### src/rtl/iguana_pinmux.sv
// iguana_pinmux: NumPins x NumFuncs pad router with break-before-make switching.
// Optional input synchronizer chain: define IGUANA_PINMUX_SYNC_EN.
module iguana_pinmux #(
    parameter int NumPins         = 8,
    parameter int NumFuncs        = 4,
    parameter int SwitchGapCycles = 4,
    parameter int SyncStages      = 2,
    parameter logic [NumFuncs*NumPins-1:0] FuncIdleIn = '0
) (
    input  logic                                 clk_i,
    input  logic                                 rst_ni,
    input  logic                                 cfg_valid_i,
    output logic                                 cfg_ready_o,
    input  logic [$clog2(NumPins)-1:0]           cfg_pin_i,
    input  logic [$clog2(NumFuncs)-1:0]          cfg_func_i,
    output logic [NumPins*$clog2(NumFuncs)-1:0]  sel_o,
    output logic                                 busy_o,
    input  logic [NumFuncs*NumPins-1:0]          func_out_i,
    input  logic [NumFuncs*NumPins-1:0]          func_oe_i,
    output logic [NumFuncs*NumPins-1:0]          func_in_o,
    input  logic [NumPins-1:0]                   pad_i,
    output logic [NumPins-1:0]                   pad_o,
    output logic [NumPins-1:0]                   pad_en_o
);

    localparam int PW = $clog2(NumPins);
    localparam int FW = $clog2(NumFuncs);
    localparam int CW = (SwitchGapCycles > 0) ? $clog2(SwitchGapCycles + 1) : 1;

    localparam logic [PW:0] PIN_LIM = (PW+1)'(NumPins);
    localparam logic [FW:0] FUNC_LIM = (FW+1)'(NumFuncs);
    localparam logic [CW-1:0] CNT_INIT =
        CW'((SwitchGapCycles > 0) ? SwitchGapCycles - 1 : 0);

    localparam logic ACTIVE = 1'b0;
    localparam logic GAP    = 1'b1;

    logic [FW-1:0] sel   [NumPins];
    logic          state [NumPins];
    logic [CW-1:0] cnt   [NumPins];
    logic [NumPins-1:0] pin_in;

    logic pin_ok;
    logic func_ok;
    logic take;

    assign pin_ok  = {1'b0, cfg_pin_i} < PIN_LIM;
    assign func_ok = {1'b0, cfg_func_i} < FUNC_LIM;

    // Out-of-range pins are always ready so the request drains.
    always_comb begin
        cfg_ready_o = 1'b1;
        for (int p = 0; p < NumPins; p++) begin
            if (cfg_pin_i == PW'(p)) begin
                cfg_ready_o = (state[p] == ACTIVE);
            end
        end
    end

    assign take = cfg_valid_i && cfg_ready_o && pin_ok && func_ok;

    always_ff @(posedge clk_i or negedge rst_ni) begin
        if (!rst_ni) begin
            for (int p = 0; p < NumPins; p++) begin
                sel[p]   <= '0;
                state[p] <= ACTIVE;
                cnt[p]   <= '0;
            end
        end else begin
            for (int p = 0; p < NumPins; p++) begin
                if (state[p] == GAP) begin
                    if (cnt[p] == '0) begin
                        state[p] <= ACTIVE;
                    end else begin
                        cnt[p] <= cnt[p] - 1'b1;
                    end
                end else if (take && cfg_pin_i == PW'(p) &&
                             cfg_func_i != sel[p]) begin
                    sel[p] <= cfg_func_i;
                    if (SwitchGapCycles > 0) begin
                        state[p] <= GAP;
                        cnt[p]   <= CNT_INIT;
                    end
                end
            end
        end
    end

`ifdef IGUANA_PINMUX_SYNC_EN
    logic [SyncStages-1:0] sync [NumPins];

    always_ff @(posedge clk_i or negedge rst_ni) begin
        if (!rst_ni) begin
            for (int p = 0; p < NumPins; p++) begin
                sync[p] <= '0;
            end
        end else begin
            for (int p = 0; p < NumPins; p++) begin
                sync[p] <= {sync[p][SyncStages-2:0], pad_i[p]};
            end
        end
    end

    always_comb begin
        pin_in = '0;
        for (int p = 0; p < NumPins; p++) begin
            pin_in[p] = sync[p][SyncStages-1];
        end
    end
`else
    assign pin_in = pad_i;
`endif

    always_comb begin
        pad_o     = '0;
        pad_en_o  = '0;
        func_in_o = FuncIdleIn;
        sel_o     = '0;
        busy_o    = 1'b0;
        for (int p = 0; p < NumPins; p++) begin
            sel_o[p*FW +: FW] = sel[p];
            busy_o = busy_o | (state[p] == GAP);
            for (int f = 0; f < NumFuncs; f++) begin
                if (state[p] == ACTIVE && sel[p] == FW'(f)) begin
                    pad_o[p]    = func_out_i[f*NumPins+p];
                    pad_en_o[p] = func_oe_i[f*NumPins+p];
                    func_in_o[f*NumPins+p] = pin_in[p];
                end
            end
        end
    end

endmodule

### config.mk
export PLATFORM = sky130hd
export DESIGN_NAME = iguana_pinmux
export DESIGN_NICKNAME = d
export VERILOG_FILES = /design/src/rtl/iguana_pinmux.sv
export SDC_FILE = /design/constraint.sdc
export NUM_CORES = 1
export LEC_CHECK = 0
export CORE_UTILIZATION = 30
export CTS_BUF_LIST = sky130_fd_sc_hd__clkbuf_2
export DETAILED_ROUTE_END_ITERATION = 12
export GPL_ROUTABILITY_DRIVEN = 0
export PLACE_DENSITY = 0.62
export SLEW_MARGIN = 20
export SYNTH_ARGS = -nofsm -noshare
export SYNTH_HDL_FRONTEND = slang
export SYNTH_SLANG_ARGS = --single-unit
### constraint.sdc
create_clock -name clk_i -period 1.7 [get_ports clk_i]
set_input_delay 0.17 -clock clk_i [delete_from_list [all_inputs] [get_ports clk_i]]
set_output_delay 0.17 -clock clk_i [all_outputs]
set_load 0.05 [all_outputs]
==> results.md <==
* Status: finished with violations
* Failing checks: setup timing
* RSZ-0062 raised after global routing: yes
* Avg Vias per Cell at about 4.8
* Mapped Area at approximately 3600 um^2
* Vias in the first global route at 3236
* Max incr delay on CP at 0.51 ns
* Final number of max-transition violations at 0
* Worst-path fanout max at 3
* Core Box Area at 11500 um^2
* Antenna viol nets, final at 0
* Drt first pass iters at 4
* H-tree depth at 2
* Syn-to-layout area delta at 75.3%
* CP Cell Sequence: mux4_2 -> nor2b_4 -> buf_6
* Clock share of power at around 4.3%
* DR vias at 3093
* Fraction of power consumed by combinational cells at 73.2%
* Commonest non-fill, non-tap cell in the layout: clkdlybuf4s50_1
* Total Power at 10.8 mW
* Mapped Nets at approximately 420
* Footprint of the multi-input gates at 2460 um^2
* Drt drc at 0
* Post-route setup slack at -0.148 ns
* Wire per inst at approximately 14 um
* Int Pwr at around 5.5 mW
* Kind of end point of the critical path: output port
* Leakage at between 2 and 3 nW
* Die Y at about 110 um
* Sequential power share at between 20% and 30%
* Total CTS buffers at 5
* Share of the synthesized area in the top cell type at between 30% and 40%
* Skew final at between 0.003 and 0.004 ns
* Final core occ at between 50% and 60%
* CP arrival at 1.68 ns
* Top post-synthesis cells by area: dfrtp_1, mux4_2, a2111oi_4
* Peak supply drop at around 1.5 mV
* Biggest area consumer among synthesized cells: dfrtp_1
* Post-Place Cells at 607
* WS Path Type: reg2out
* First-pass GRT wire length at approximately 16000 um
* Initial antenna violation count at 0
* WL final at roughly 9000 um
* GR Overflow Total at 0
* CTS sink cnt at 48
* Syn. warnings at 0
* Port Buffers at approximately 150
* Clock insertion delay at the later pin of the skew report at between 0.4 and 0.5 ns
* Seq/Total Area, Yosys at 33.8%
* Longest Clk Path Bufs at 2
* Hold Path Class: in2async
* Sw Share at approximately half
* Crit path max-delay cell type: mux4_2
* CTS tree: built
* Share of post-route cells with drive strength above 1 at about half
* Initial core utilization at a little under a third
* Worst Path Required at 1.53 ns
* Fin cells at between 600 and 700
* Mapped Cells at 322
* Fin. Hold Viols at 0
* Measured slew at the worst slew-check pin at between 0.6 and 0.7 ns
* Global-route usage over all layers at approximately 15%
* Final setup vio count at 22
* Io pins at ~150
* Post-DP HPWL at ~6700 um
* Minimum hold slack at approximately 0.36 ns
* Commonest cells after routing, fill and taps aside: clkdlybuf4s50_1, buf_4, buf_12
* Initial DRC Count at 70
* Largest net degree at the start of global routing at between 40 and 50
* Die X at about 110 um
* Startpoint class of the critical path: flip-flop
* Fillers at approximately 990
* Register area at about 1200 um^2
* Library cells used by synthesis at 35
* Cell Pwr Density at 1730 nW/um^2
* Worst relative slew slack at between 50% and 60%
* Mapped Avg Cell Area at between 10 and 15 um^2
* Nets at 603
* Highest clock rate at 541 MHz
* Sw Pwr at about 5.2 mW
* Reg clk slew, reported paths at about 0.23 ns
* Max_cap viols at 0
* Antenna diodes at 0
* Tmin final at roughly 1.8 ns
* Tcrit/Tclk final at 109%
* Die ar. at ~12000 um^2
* Synth Register Bits at 48
* Row cnt at 39
* Clock root buffer master: clkbuf_2
==> Yosys cell counts (all sizes together) <==
master	n
xnor2	16
nor2b	32
ha	16
a31oi	1
mux2i	4
nand2b	11
a21oi	17
dfrtp	48
mux2	16
nor4	2
or2	9
o31ai	8
a2111oi	8
o21a	1
nand2	12
nor3	24
and3	8
nor3b	9
mux4	16
buf	18
inv	25
and3b	8
clkbuf	4
nor2	9
==> metrics by stage <==
stage | cell area, um^2 | setup WS [ns] | setup TNS, ns
final | 6230 | -0.148 | -2.37
after global placement | 5510 | -0.0765 | -0.646
after CTS | 6060 | -0.191 | -3.24
after floorplan | 3660 | 0.00300 | 0
after global routing | 6230 | -0.250 | -5.78
after detailed placement | 5510 | -0.0982 | -1.97
==> cell type report <==
type | count | share of cell area, %
Clock buffer | 7 | 0.562
Timing Repair Buffer | 200 | 35.8
Inverter | 25 | 1.51
Multi-Input combinational cell | 227 | 39.5
Clock inverter | 1 | 0.0602
Sequential cell | 48 | 19.7
Tap cell | 143 | 2.87
==> cell families after synthesis <==
logic type | count (synthesis) | share of synthesized area, %
mux | 36 | 16.3
xor+xnor | 16 | 4.79
compound gates | 35 | 10.7
buf+inv | 47 | 8.02
flops | 48 | 33.8
fa+ha+maj | 16 | 5.63
simple gates | 124 | 20.8
==> path summary, 6_finish.rpt <==
kind	from	to	slack (ns)	cells after the start
setup / recovery	sel_o[12]	pad_en_o[6]	-0.15	3
hold / removal	rst_ni	sel_o[3]	0.36	3
setup reg to reg	state[5]	sel_o[4]	0.07	5
hold reg to reg	cnt[0]	cnt[0]	0.48	1
max in group asynchronous	rst_ni	state[3]	0.89	3
min in group clk_i	cfg_pin_i[1]	sel_o[0]	0.45	4
==> power by group through the flow <==
stage	Clock [mW]	Sequential [mW]	Combinational, mW
after floorplan	0	2.66	4.22
after detailed placement	0	2.63	6.32
after global routing	0.542	2.52	8.34
after CTS	0.492	2.44	7.63
after global placement	0	2.59	6.20
final	0.466	2.41	7.87
==> state kept, by name (all words and copies together) (netlist names) <==
register	count
state	8
sel_o	16
cnt	24
==> worst max-delay path: cells and delay by family, from the launching register on <==
family                 cells  cell delay (ns)
buffers and inverters      1             0.14
AND/OR/NAND/NOR            1             0.14
multiplexers               1             0.51
flip-flops                 1             0.48
==> what timing repair did <==
item | in CTS | in global routing
pin swaps | 6 | 15
setup endpoints to repair | 50 | 52
hold endpoints to repair | 48 | 0
hold buffers | 1 | 0
setup buffers | 30 | 7
resized for setup | 79 | 30
==> layer usage <==
metal  part of all wire, %  GRT usage, %
met5                     0             0
met4                  0.74          3.38
met3                   5.4          3.28
met2                    50          26.5
met1                    44          19.7
No activity file was read; power rests on OpenSTA's default activity.
==> RTL edit: new RTL, same settings <==
The option `IGUANA_PINMUX_SYNC_EN` is turned on by a define.
--- a/src/rtl/iguana_pinmux.sv
+++ b/src/rtl/iguana_pinmux.sv
@@ -2,2 +2,4 @@
 // Optional input synchronizer chain: define IGUANA_PINMUX_SYNC_EN.
+`define IGUANA_PINMUX_SYNC_EN
+
 module iguana_pinmux #(
Formal check against the unedited RTL: not equivalent (Yosys sat finds a counterexample within 4 cycles, from zero or initial values and one cycle with rst_ni low).
==> RTL edit against the original RTL <==
- the flow still finishes with violations (negative setup slack)
- synthesized area is 11% higher
- sequential cell count is 16 higher
- total power is 11% higher
- setup slack worse by 78 ps
- routed wire length is 11% higher
- clock power is 57% higher
- design area is 11% higher
- cell count is 10% higher
- maximum frequency is 4.1% lower
- critical path type unchanged
- largest power group unchanged
==> RTL edit: results (changes against the original RTL) <==
FF-to-FF Start=sel_o[12]; cts bufs inserted=9 (+4); pre-CTS WS=-145 ps (-46.5 ps); NonClk Buf Share=34.4% (-1.4 points); CTS clk-pin slew, worst paths=180 ps (-50 ps); status=finished, violations left; post-detail-place hpwl=7250 µm (+9.0%); failing checks=negative setup slack; multi-input logic area=2530 µm² (+3.1%); share of cells above drive strength 1=53.1% (+1.6 points); worst skew pair latency=500 ps (+90 ps); Synth area leaders=dfrtp_1 40%, mux4_2 9.1%, a2111oi_4 5.6%; reg2reg end=cnt[3]; Total GRT Usage=15.5% (+0.12 points); CP Max Fanout=4 (+1); Filler cells=1093 (+10%); WHS=78.0 ps (-278 ps); DR WL/cell=14.3 µm (+0.72%); Area after DPL=6020 µm² (+9.4%); syn_nets=434 (+3.8%); met3 global-route usage=4.84% (+1.6 points); WL met2=5240 µm (+14%); Fin Clk Skew=22.2 ps (+19.2 ps); H-tree levels=3 (+1); Worst Hold Class=in2reg; Area growth syn-to-layout=75.3% (about the same); clock buffers=11 (+4); setup ws final=-226 ps (-78.1 ps); sequential-to-total area share from yosys stat=40.5% (+6.7 points); first-pass GRT wire length=16100 µm (+3.3%); largest net degree at the start of global routing=65 (+33%); metal1 wirelength=4180 µm (+3.3%); P_leak=2.99 nW (+11%); Core Area=12700 µm² (+11%); average size of a mapped cell=11.7 µm² (+6.0%); Pint=6.32 mW (+14%); num sequential=64 (+33%); ClkCell Share=1.14% (+0.51 points); clock-net power=0.732 mW (+57%); fin nets=635 (+5.3%); FF-to-FF path depth=7 (+2); routed wl met3=698 µm (+41%); vias in the first global route=3396 (+4.9%); critical path arrival=1760 ps (+80 ps); top cells by count, synth=64 x dfrtp_1, 32 x nor2b_1, 25 x inv_1, 24 x nor3_1, 17 x a21oi_1; Final setup viols=39 (+77%); Seq area share=23.5% (+3.8 points)
-- RTL edit: cell count changes after synthesis, sizes merged --
cell,before,now
dfrtp,48,64
-- RTL edit: worst max path at each step --
stage                       from            end  cells past startpoint  slack, ps
floorplan               sel_o[3]  func_in_o[17]                      3          3
global placement    cfg_pin_i[1]        cnt[15]                      7        -80
detailed placement  cfg_pin_i[1]        cnt[15]                      7       -140
CTS                     sel_o[2]       pad_o[1]                      3       -270
global route            state[5]    cfg_ready_o                      5       -330
finish                 sel_o[12]    pad_en_o[6]                      3       -230
-- RTL edit: logic make-up after synthesis --
logic type	after synthesis	synth area share, %
multiplexers	36	14.7
adder cells (fa/ha/maj)	16	5.06
flip-flops	64	40.5
AND/OR/NAND/NOR	124	18.7
XOR/XNOR	16	4.30
buffers and inverters	47	7.21
AO/OA/AOI/OAI	35	9.58
-- RTL edit: timing repair --
item	in CTS	in global routing
pin swaps	12	22
endpoints found under the hold margin	64	0
endpoints found under the setup margin	50	64
resized for setup	99	38
hold buffers	1	0
buffers inserted	33	14
